[config.mk]
export PLATFORM = sky130hd
export DESIGN_NAME = crossbar_interconnect_flat
export DESIGN_NICKNAME = d
export VERILOG_FILES = /design/src/rtl/interconnect_pkg.sv /design/src/rtl/crossbar_interconnect_if.sv /design/src/rtl/interconnect_lane.sv /design/src/rtl/crossbar_interconnect.sv /design/src/flat_wrapper.sv
export SDC_FILE = /design/constraint.sdc
export NUM_CORES = 1
export LEC_CHECK = 0
export CAP_MARGIN = 15
export CORE_MARGIN = 10
export CORE_UTILIZATION = 51
export CTS_CLUSTER_SIZE = 25
export DETAILED_ROUTE_END_ITERATION = 7
export PLACE_DENSITY_LB_ADDON = 0.08
export SLEW_MARGIN = 20
export SYNTH_ARGS = -nofsm -noshare
export SYNTH_HDL_FRONTEND = slang
export SYNTH_SLANG_ARGS = --single-unit
[constraint.sdc]
create_clock -name clk -period 2.1 [get_ports clk]
set_input_delay 0.63 -clock clk [delete_from_list [all_inputs] [get_ports clk]]
set_output_delay 0.63 -clock clk [all_outputs]
set_load 0.05 [all_outputs]
[src/rtl/interconnect_pkg.sv]
// Shared definitions for the sample-stream crossbar: lane state encoding and
// counter sizing helpers.
package interconnect_pkg;

  typedef enum logic {
    ST_RUN   = 1'b0,
    ST_BLANK = 1'b1
  } lane_state_t;

  function automatic int unsigned clog2(input int unsigned value);
    int unsigned result;
    result = 0;
    for (int unsigned v = 1; v < value; v = v << 1) begin
      result = result + 1;
    end
    return result;
  endfunction

  // The blank counter holds 0..BLANK_CYCLES-1 and needs at least one bit.
  function automatic int unsigned cnt_width(input int unsigned blank_cycles);
    int unsigned w;
    w = clog2(blank_cycles);
    return (w == 0) ? 1 : w;
  endfunction

endpackage

[src/rtl/crossbar_interconnect_if.sv]
// Bundled sample/select bus between the acquisition cores, the crossbar and
// its DMA/DAC consumers.
interface crossbar_interconnect_if #(
  parameter int unsigned WIDTH     = 8,
  parameter int unsigned N_INPUTS  = 4,
  parameter int unsigned N_OUTPUTS = 2,
  parameter int unsigned SEL_WIDTH = 2
);

  logic [N_INPUTS*WIDTH-1:0]      in;
  logic [N_INPUTS-1:0]            in_valid;
  logic [N_OUTPUTS*SEL_WIDTH-1:0] sel;
  logic [N_OUTPUTS-1:0]           sel_load;
  logic [N_OUTPUTS*WIDTH-1:0]     out;
  logic [N_OUTPUTS-1:0]           out_valid;
  logic [N_OUTPUTS-1:0]           switching;

  modport master (
    output in, in_valid, sel, sel_load,
    input  out, out_valid, switching
  );

  modport slave (
    input  in, in_valid, sel, sel_load,
    output out, out_valid, switching
  );

endinterface

[src/rtl/interconnect_lane.sv]
// One crossbar output lane: select FSM with blanking counter, input mux and
// a LATENCY-deep output pipeline.
module interconnect_lane
  import interconnect_pkg::*;
#(
  parameter int unsigned WIDTH        = 8,
  parameter int unsigned N_INPUTS     = 4,
  parameter int unsigned SEL_WIDTH    = 2,
  parameter int unsigned LATENCY      = 2,
  parameter int unsigned BLANK_CYCLES = 4
) (
  input  logic                      clk,
  input  logic                      resetn,
  input  logic [N_INPUTS*WIDTH-1:0] in,
  input  logic [N_INPUTS-1:0]       in_valid,
  input  logic [SEL_WIDTH-1:0]      sel,
  input  logic                      sel_load,
  output logic [WIDTH-1:0]          out,
  output logic                      out_valid,
  output logic                      switching
);

  localparam int unsigned         CNT_W      = cnt_width(BLANK_CYCLES);
  localparam logic [CNT_W-1:0]    CNT_RELOAD = CNT_W'(BLANK_CYCLES - 1);

  lane_state_t          state, state_nx;
  logic [SEL_WIDTH-1:0] active_sel, active_sel_nx;
  logic [SEL_WIDTH-1:0] pending, pending_nx;
  logic [CNT_W-1:0]     cnt, cnt_nx;

  logic [WIDTH-1:0]     src_data;
  logic                 src_valid;
  logic [WIDTH-1:0]     pipe_data  [LATENCY];
  logic                 pipe_valid [LATENCY];

  always_ff @(posedge clk or negedge resetn) begin
    if (!resetn) begin
      state      <= ST_RUN;
      active_sel <= '0;
      pending    <= '0;
      cnt        <= '0;
      switching  <= 1'b0;
    end else begin
      state      <= state_nx;
      active_sel <= active_sel_nx;
      pending    <= pending_nx;
      cnt        <= cnt_nx;
      switching  <= (state_nx == ST_BLANK);
    end
  end

  // A fresh select during BLANK restarts the count, even on its last cycle.
  always_comb begin
    state_nx      = state;
    active_sel_nx = active_sel;
    pending_nx    = pending;
    cnt_nx        = cnt;
    unique case (state)
      ST_RUN: begin
        if (sel_load && (sel != active_sel)) begin
          pending_nx = sel;
          cnt_nx     = CNT_RELOAD;
          state_nx   = ST_BLANK;
        end
      end
      ST_BLANK: begin
        if (sel_load && (sel != pending)) begin
          pending_nx = sel;
          cnt_nx     = CNT_RELOAD;
        end else if (cnt == '0) begin
          active_sel_nx = pending;
          state_nx      = ST_RUN;
        end else begin
          cnt_nx = cnt - CNT_W'(1);
        end
      end
      default: state_nx = ST_RUN;
    endcase
  end

  // Out-of-range selects match no input and therefore feed zeros.
  always_comb begin
    src_data  = '0;
    src_valid = 1'b0;
    if (state == ST_RUN) begin
      for (int unsigned i = 0; i < N_INPUTS; i++) begin
        if (active_sel == SEL_WIDTH'(i)) begin
          src_data  = in[i*WIDTH +: WIDTH];
          src_valid = in_valid[i];
        end
      end
    end
  end

  always_ff @(posedge clk or negedge resetn) begin
    if (!resetn) begin
      for (int unsigned i = 0; i < LATENCY; i++) begin
        pipe_data[i]  <= '0;
        pipe_valid[i] <= 1'b0;
      end
    end else begin
      pipe_data[0]  <= src_data;
      pipe_valid[0] <= src_valid;
      for (int unsigned i = 1; i < LATENCY; i++) begin
        pipe_data[i]  <= pipe_data[i-1];
        pipe_valid[i] <= pipe_valid[i-1];
      end
    end
  end

  assign out       = pipe_data[LATENCY-1];
  assign out_valid = pipe_valid[LATENCY-1];

endmodule

[src/rtl/crossbar_interconnect.sv]
// Registered N_INPUTS x N_OUTPUTS sample crossbar with per-lane atomic select
// and post-switch blanking; one interconnect_lane per output.
module crossbar_interconnect #(
  parameter int unsigned WIDTH        = 8,
  parameter int unsigned N_INPUTS     = 4,
  parameter int unsigned N_OUTPUTS    = 2,
  parameter int unsigned SEL_WIDTH    = 2,
  parameter int unsigned LATENCY      = 2,
  parameter int unsigned BLANK_CYCLES = 4
) (
  input  logic                     clk,
  input  logic                     resetn,
  crossbar_interconnect_if.slave   bus
);

  for (genvar k = 0; k < N_OUTPUTS; k++) begin : g_lane
    interconnect_lane #(
      .WIDTH        (WIDTH),
      .N_INPUTS     (N_INPUTS),
      .SEL_WIDTH    (SEL_WIDTH),
      .LATENCY      (LATENCY),
      .BLANK_CYCLES (BLANK_CYCLES)
    ) u_lane (
      .clk       (clk),
      .resetn    (resetn),
      .in        (bus.in),
      .in_valid  (bus.in_valid),
      .sel       (bus.sel[k*SEL_WIDTH +: SEL_WIDTH]),
      .sel_load  (bus.sel_load[k]),
      .out       (bus.out[k*WIDTH +: WIDTH]),
      .out_valid (bus.out_valid[k]),
      .switching (bus.switching[k])
    );
  end

endmodule

[src/flat_wrapper.sv]
// flat-port wrapper written by rule: the top's interface ports become plain ports
module crossbar_interconnect_flat 
#(
  parameter int unsigned WIDTH        = 8,
  parameter int unsigned N_INPUTS     = 4,
  parameter int unsigned N_OUTPUTS    = 2,
  parameter int unsigned SEL_WIDTH    = 2,
  parameter int unsigned LATENCY      = 2,
  parameter int unsigned BLANK_CYCLES = 4
)
  (clk, resetn, bus_in, bus_in_valid, bus_sel, bus_sel_load, bus_out, bus_out_valid, bus_switching);
  crossbar_interconnect_if #(.WIDTH(WIDTH), .N_INPUTS(N_INPUTS), .N_OUTPUTS(N_OUTPUTS), .SEL_WIDTH(SEL_WIDTH)) bus_i ();
  input  logic clk;
  input  logic resetn;
  input wire logic [$bits(bus_i.in)-1:0] bus_in;
  input wire logic [$bits(bus_i.in_valid)-1:0] bus_in_valid;
  input wire logic [$bits(bus_i.sel)-1:0] bus_sel;
  input wire logic [$bits(bus_i.sel_load)-1:0] bus_sel_load;
  output wire logic [$bits(bus_i.out)-1:0] bus_out;
  output wire logic [$bits(bus_i.out_valid)-1:0] bus_out_valid;
  output wire logic [$bits(bus_i.switching)-1:0] bus_switching;
  assign bus_i.in = bus_in;
  assign bus_i.in_valid = bus_in_valid;
  assign bus_i.sel = bus_sel;
  assign bus_i.sel_load = bus_sel_load;
  assign bus_out = bus_i.out;
  assign bus_out_valid = bus_i.out_valid;
  assign bus_switching = bus_i.switching;
  crossbar_interconnect #(.WIDTH(WIDTH), .N_INPUTS(N_INPUTS), .N_OUTPUTS(N_OUTPUTS), .SEL_WIDTH(SEL_WIDTH), .LATENCY(LATENCY), .BLANK_CYCLES(BLANK_CYCLES)) u_core (.clk(clk), .resetn(resetn), .bus(bus_i));
endmodule
==> results.sh <==
export IMPL_dieWidth_um=87.35
export IMPL_worst_pin_slew_ns=0.7215
export IMPL_r2r_cells=4
export IMPL_routed_wl_um=4670
export IMPL_ys_seq_area_share_pct=54.08
export IMPL_leakage_nw=1.301
export IMPL_vdd_ir_drop_max_uv=610.8
export IMPL_r2r_start="u_core.g_lane[1].u_lane.active_sel[0]"
export IMPL_endpoint="u_core.g_lane[1].u_lane.pending[0]"
export IMPL_power_density_nw_per_um2=1308
export IMPL_firstDrtPassIters=4
export IMPL_start_kind="input port"
export IMPL_final_common_cell="dfrtp_1"
export IMPL_rows=24
export IMPL_cts_resized=0
export IMPL_clock_latency_ns=0.30
export IMPL_dieHeight_um=87.35
export IMPL_gp_congestion=0.7560
export IMPL_setup_worst_path_start="bus_sel[2]"
export IMPL_outcome="finished, final reports clean"
export IMPL_cts_tree="done"
export IMPL_ioPinCount=64
export IMPL_hold_violations=0
export IMPL_htree_levels=2
export IMPL_cp_required_ns=2.29
export IMPL_fin_crit_sh_pct=86.15
export IMPL_core_area_um2=4384
export IMPL_reg2reg_to="u_core.g_lane[1].u_lane.pending[0]"
export IMPL_clockBufferDepth=2
export IMPL_finalSetupViolations=0
export IMPL_drc=0
export IMPL_critical_path_class="input port to flip-flop"
export IMPL_slew_violations=0
export IMPL_cpMaxStageDelayCell="clkdlybuf4s50_1"
export IMPL_grt_ovfl_total=0
export IMPL_ff2ff_setup_slack_ns=0.37
export IMPL_cts_num_sinks=50
export IMPL_fmax_mhz=552.7
export IMPL_drt_iter0_drc=31
export IMPL_clock_skew_ns=0.007763
export IMPL_path_clk_slew_ns=0.09
export IMPL_netlist_area_um2=2313
export IMPL_pre_cts_ws_ns=-0.02522
export IMPL_drtAntennaViolNets=0
export IMPL_multiInputGateArea_um2=840.8
export IMPL_yosys_warnings=0
export IMPL_cts_made_buffers=5
export IMPL_grt_pass1_vias=1558
export IMPL_yosys_register_bits=50
export IMPL_p_total_mw=3.835
export IMPL_wire_per_inst_um=18.10
export IMPL_track_usage_pct=12.97
export IMPL_cp_max_fo=3
export IMPL_syn_nets=202
export IMPL_vias=1353
export IMPL_area_growth_pct=26.72
export IMPL_rsz0062_at_grt="no"
export IMPL_antenna_cells=0
export IMPL_layout_setup_ws_ns=0.2909
export IMPL_hold_buffers=0
export IMPL_cp_num_cells=5
export IMPL_post_cts_buffers=0
export IMPL_cts_root_buffer="clkbuf_8"
export IMPL_via_per_inst=5.244
export IMPL_finalCriticalPeriod_ns=1.809
export IMPL_hpwlAfterDp_um=3759
export IMPL_grt_pass1_wl_um=7624
export IMPL_slew_headroom_pct=51.90
export IMPL_grt_start_max_net_pins=34
export IMPL_syn_avg_cell_area_um2=14.83
export IMPL_slowest_delay_ns=0.48
export IMPL_whs_ns=0.3522
export IMPL_path_delay_family="buffers and inverters"
export IMPL_regArea_um2=1251
export IMPL_antenna_found_initial=0
export IMPL_synth_distinct_cells=20
export IMPL_endpoint_kind="flip-flop"
export IMPL_postSynthCellCount=156
export IMPL_critPathArrivalTime_ns=2.00
export IMPL_cap_violations=0
export IMPL_start_util_pct=52.77
export IMPL_final_net_count=251
export IMPL_crit_chain="clkdlybuf4s50_1 > xnor2_1 > nand2_1 > o21ai_1 > mux2_1"
export IMPL_dieArea_um2=7630
export IMPL_mostFrequentLayoutCells="50 x dfrtp_1, 42 x clkdlybuf4s50_1, 23 x buf_4"
export IMPL_fill_cells=330
export IMPL_drive_above_1_share_pct=27.18
export IMPL_hp_class="flip-flop to flip-flop"
export IMPL_path_buf_inv=1
export IMPL_portBuffers=63
how the worst min path moves through the flow:
stage	startpoint	end	cells past startpoint
finish	u_core.g_lane[0].u_lane.pipe_data[11]	u_core.g_lane[0].u_lane.out[3]	0
global route	u_core.g_lane[0].u_lane.pipe_data[11]	u_core.g_lane[0].u_lane.out[3]	0
CTS	u_core.g_lane[0].u_lane.pipe_data[8]	u_core.g_lane[0].u_lane.out[0]	0
detailed placement	u_core.g_lane[0].u_lane.pipe_data[8]	u_core.g_lane[0].u_lane.out[0]	0
global placement	u_core.g_lane[1].u_lane.pipe_data[9]	u_core.g_lane[1].u_lane.out[1]	0
floorplan	resetn	u_core.g_lane[0].u_lane.active_sel[0]	0
through the flow:
stage / cells / TNS (ns) / utilization, % / area, um^2
6_report: 258 / 0 / 66.87 / 2932
4_1_cts: 258 / 0 / 66.87 / 2932
5_1_grt: 258 / 0 / 66.87 / 2932
2_1_floorplan: 156 / 0 / - / 2313
3_5_place_dp: 250 / -0.04479 / 64.27 / 2818
3_3_place_gp: 250 / 0 / 64.27 / 2818
sequential cells by signal (all words and copies together) (netlist names):
name                             flops
u_core.g_lane.u_lane.active_sel      4
u_core.g_lane.u_lane.cnt             4
u_core.g_lane.u_lane.out            16
u_core.g_lane.u_lane.out_valid       2
u_core.g_lane.u_lane.pending         4
u_core.g_lane.u_lane.pipe_data      16
u_core.g_lane.u_lane.pipe_valid      2
u_core.g_lane.u_lane.state           2
final cells by class:
cell class | instances | share of cell area (%)
well taps | 52 | 2.219
flip-flops and latches | 50 | 42.68
inverters | 6 | 0.7682
multi-input cells | 74 | 28.68
clock inverters | 3 | 1.536
repair buffers | 68 | 21.77
clock buffers | 5 | 2.347
routing by layer:
layer | GRT usage (%) | part of all wire, %
met5 | 0 | 0
met4 | 4.493 | 1.6
met3 | 4.401 | 6.0
met2 | 24.74 | 59
met1 | 12.43 | 34
power breakdown:
part | leakage [nW] | internal (mW) | switching, mW
Clock | 0.0504 | 0.354 | 0.306
Sequential | 0.651 | 1.26 | 0.300
Combinational | 0.600 | 0.816 | 0.802
cell usage after synthesis (all sizes together):
cell | count | share of area [%]
mux2i | 2 | 0.87
nand2 | 4 | 0.65
clkbuf | 2 | 0.32
nor2 | 2 | 0.54
dfrtp | 50 | 54
buf | 24 | 8.3
mux2 | 8 | 3.9
nor2b | 18 | 4.9
o22ai | 2 | 0.54
a22oi | 2 | 0.65
ha | 2 | 1.1
mux4 | 18 | 18
inv | 6 | 0.97
nor3b | 2 | 0.65
o21ai | 2 | 0.43
xnor2 | 8 | 3.0
a21boi | 4 | 1.6
kinds of logic (layout without fill, tap and decap cells):
| group | count (synthesis) | count (layout) | synth area share [%] |
|---|---|---|---|
| AOI/OAI and AO/OA | 10 | 10 | 3.245 |
| xor gates and xnor gates | 8 | 8 | 3.029 |
| and+or+nand+nor | 26 | 26 | 6.706 |
| DFF | 50 | 50 | 54.08 |
| muxes | 28 | 28 | 22.28 |
| buffers and inverters | 32 | 82 | 9.573 |
| adders and majority gates | 2 | 2 | 1.081 |
Power figures use the tool's default switching activity.
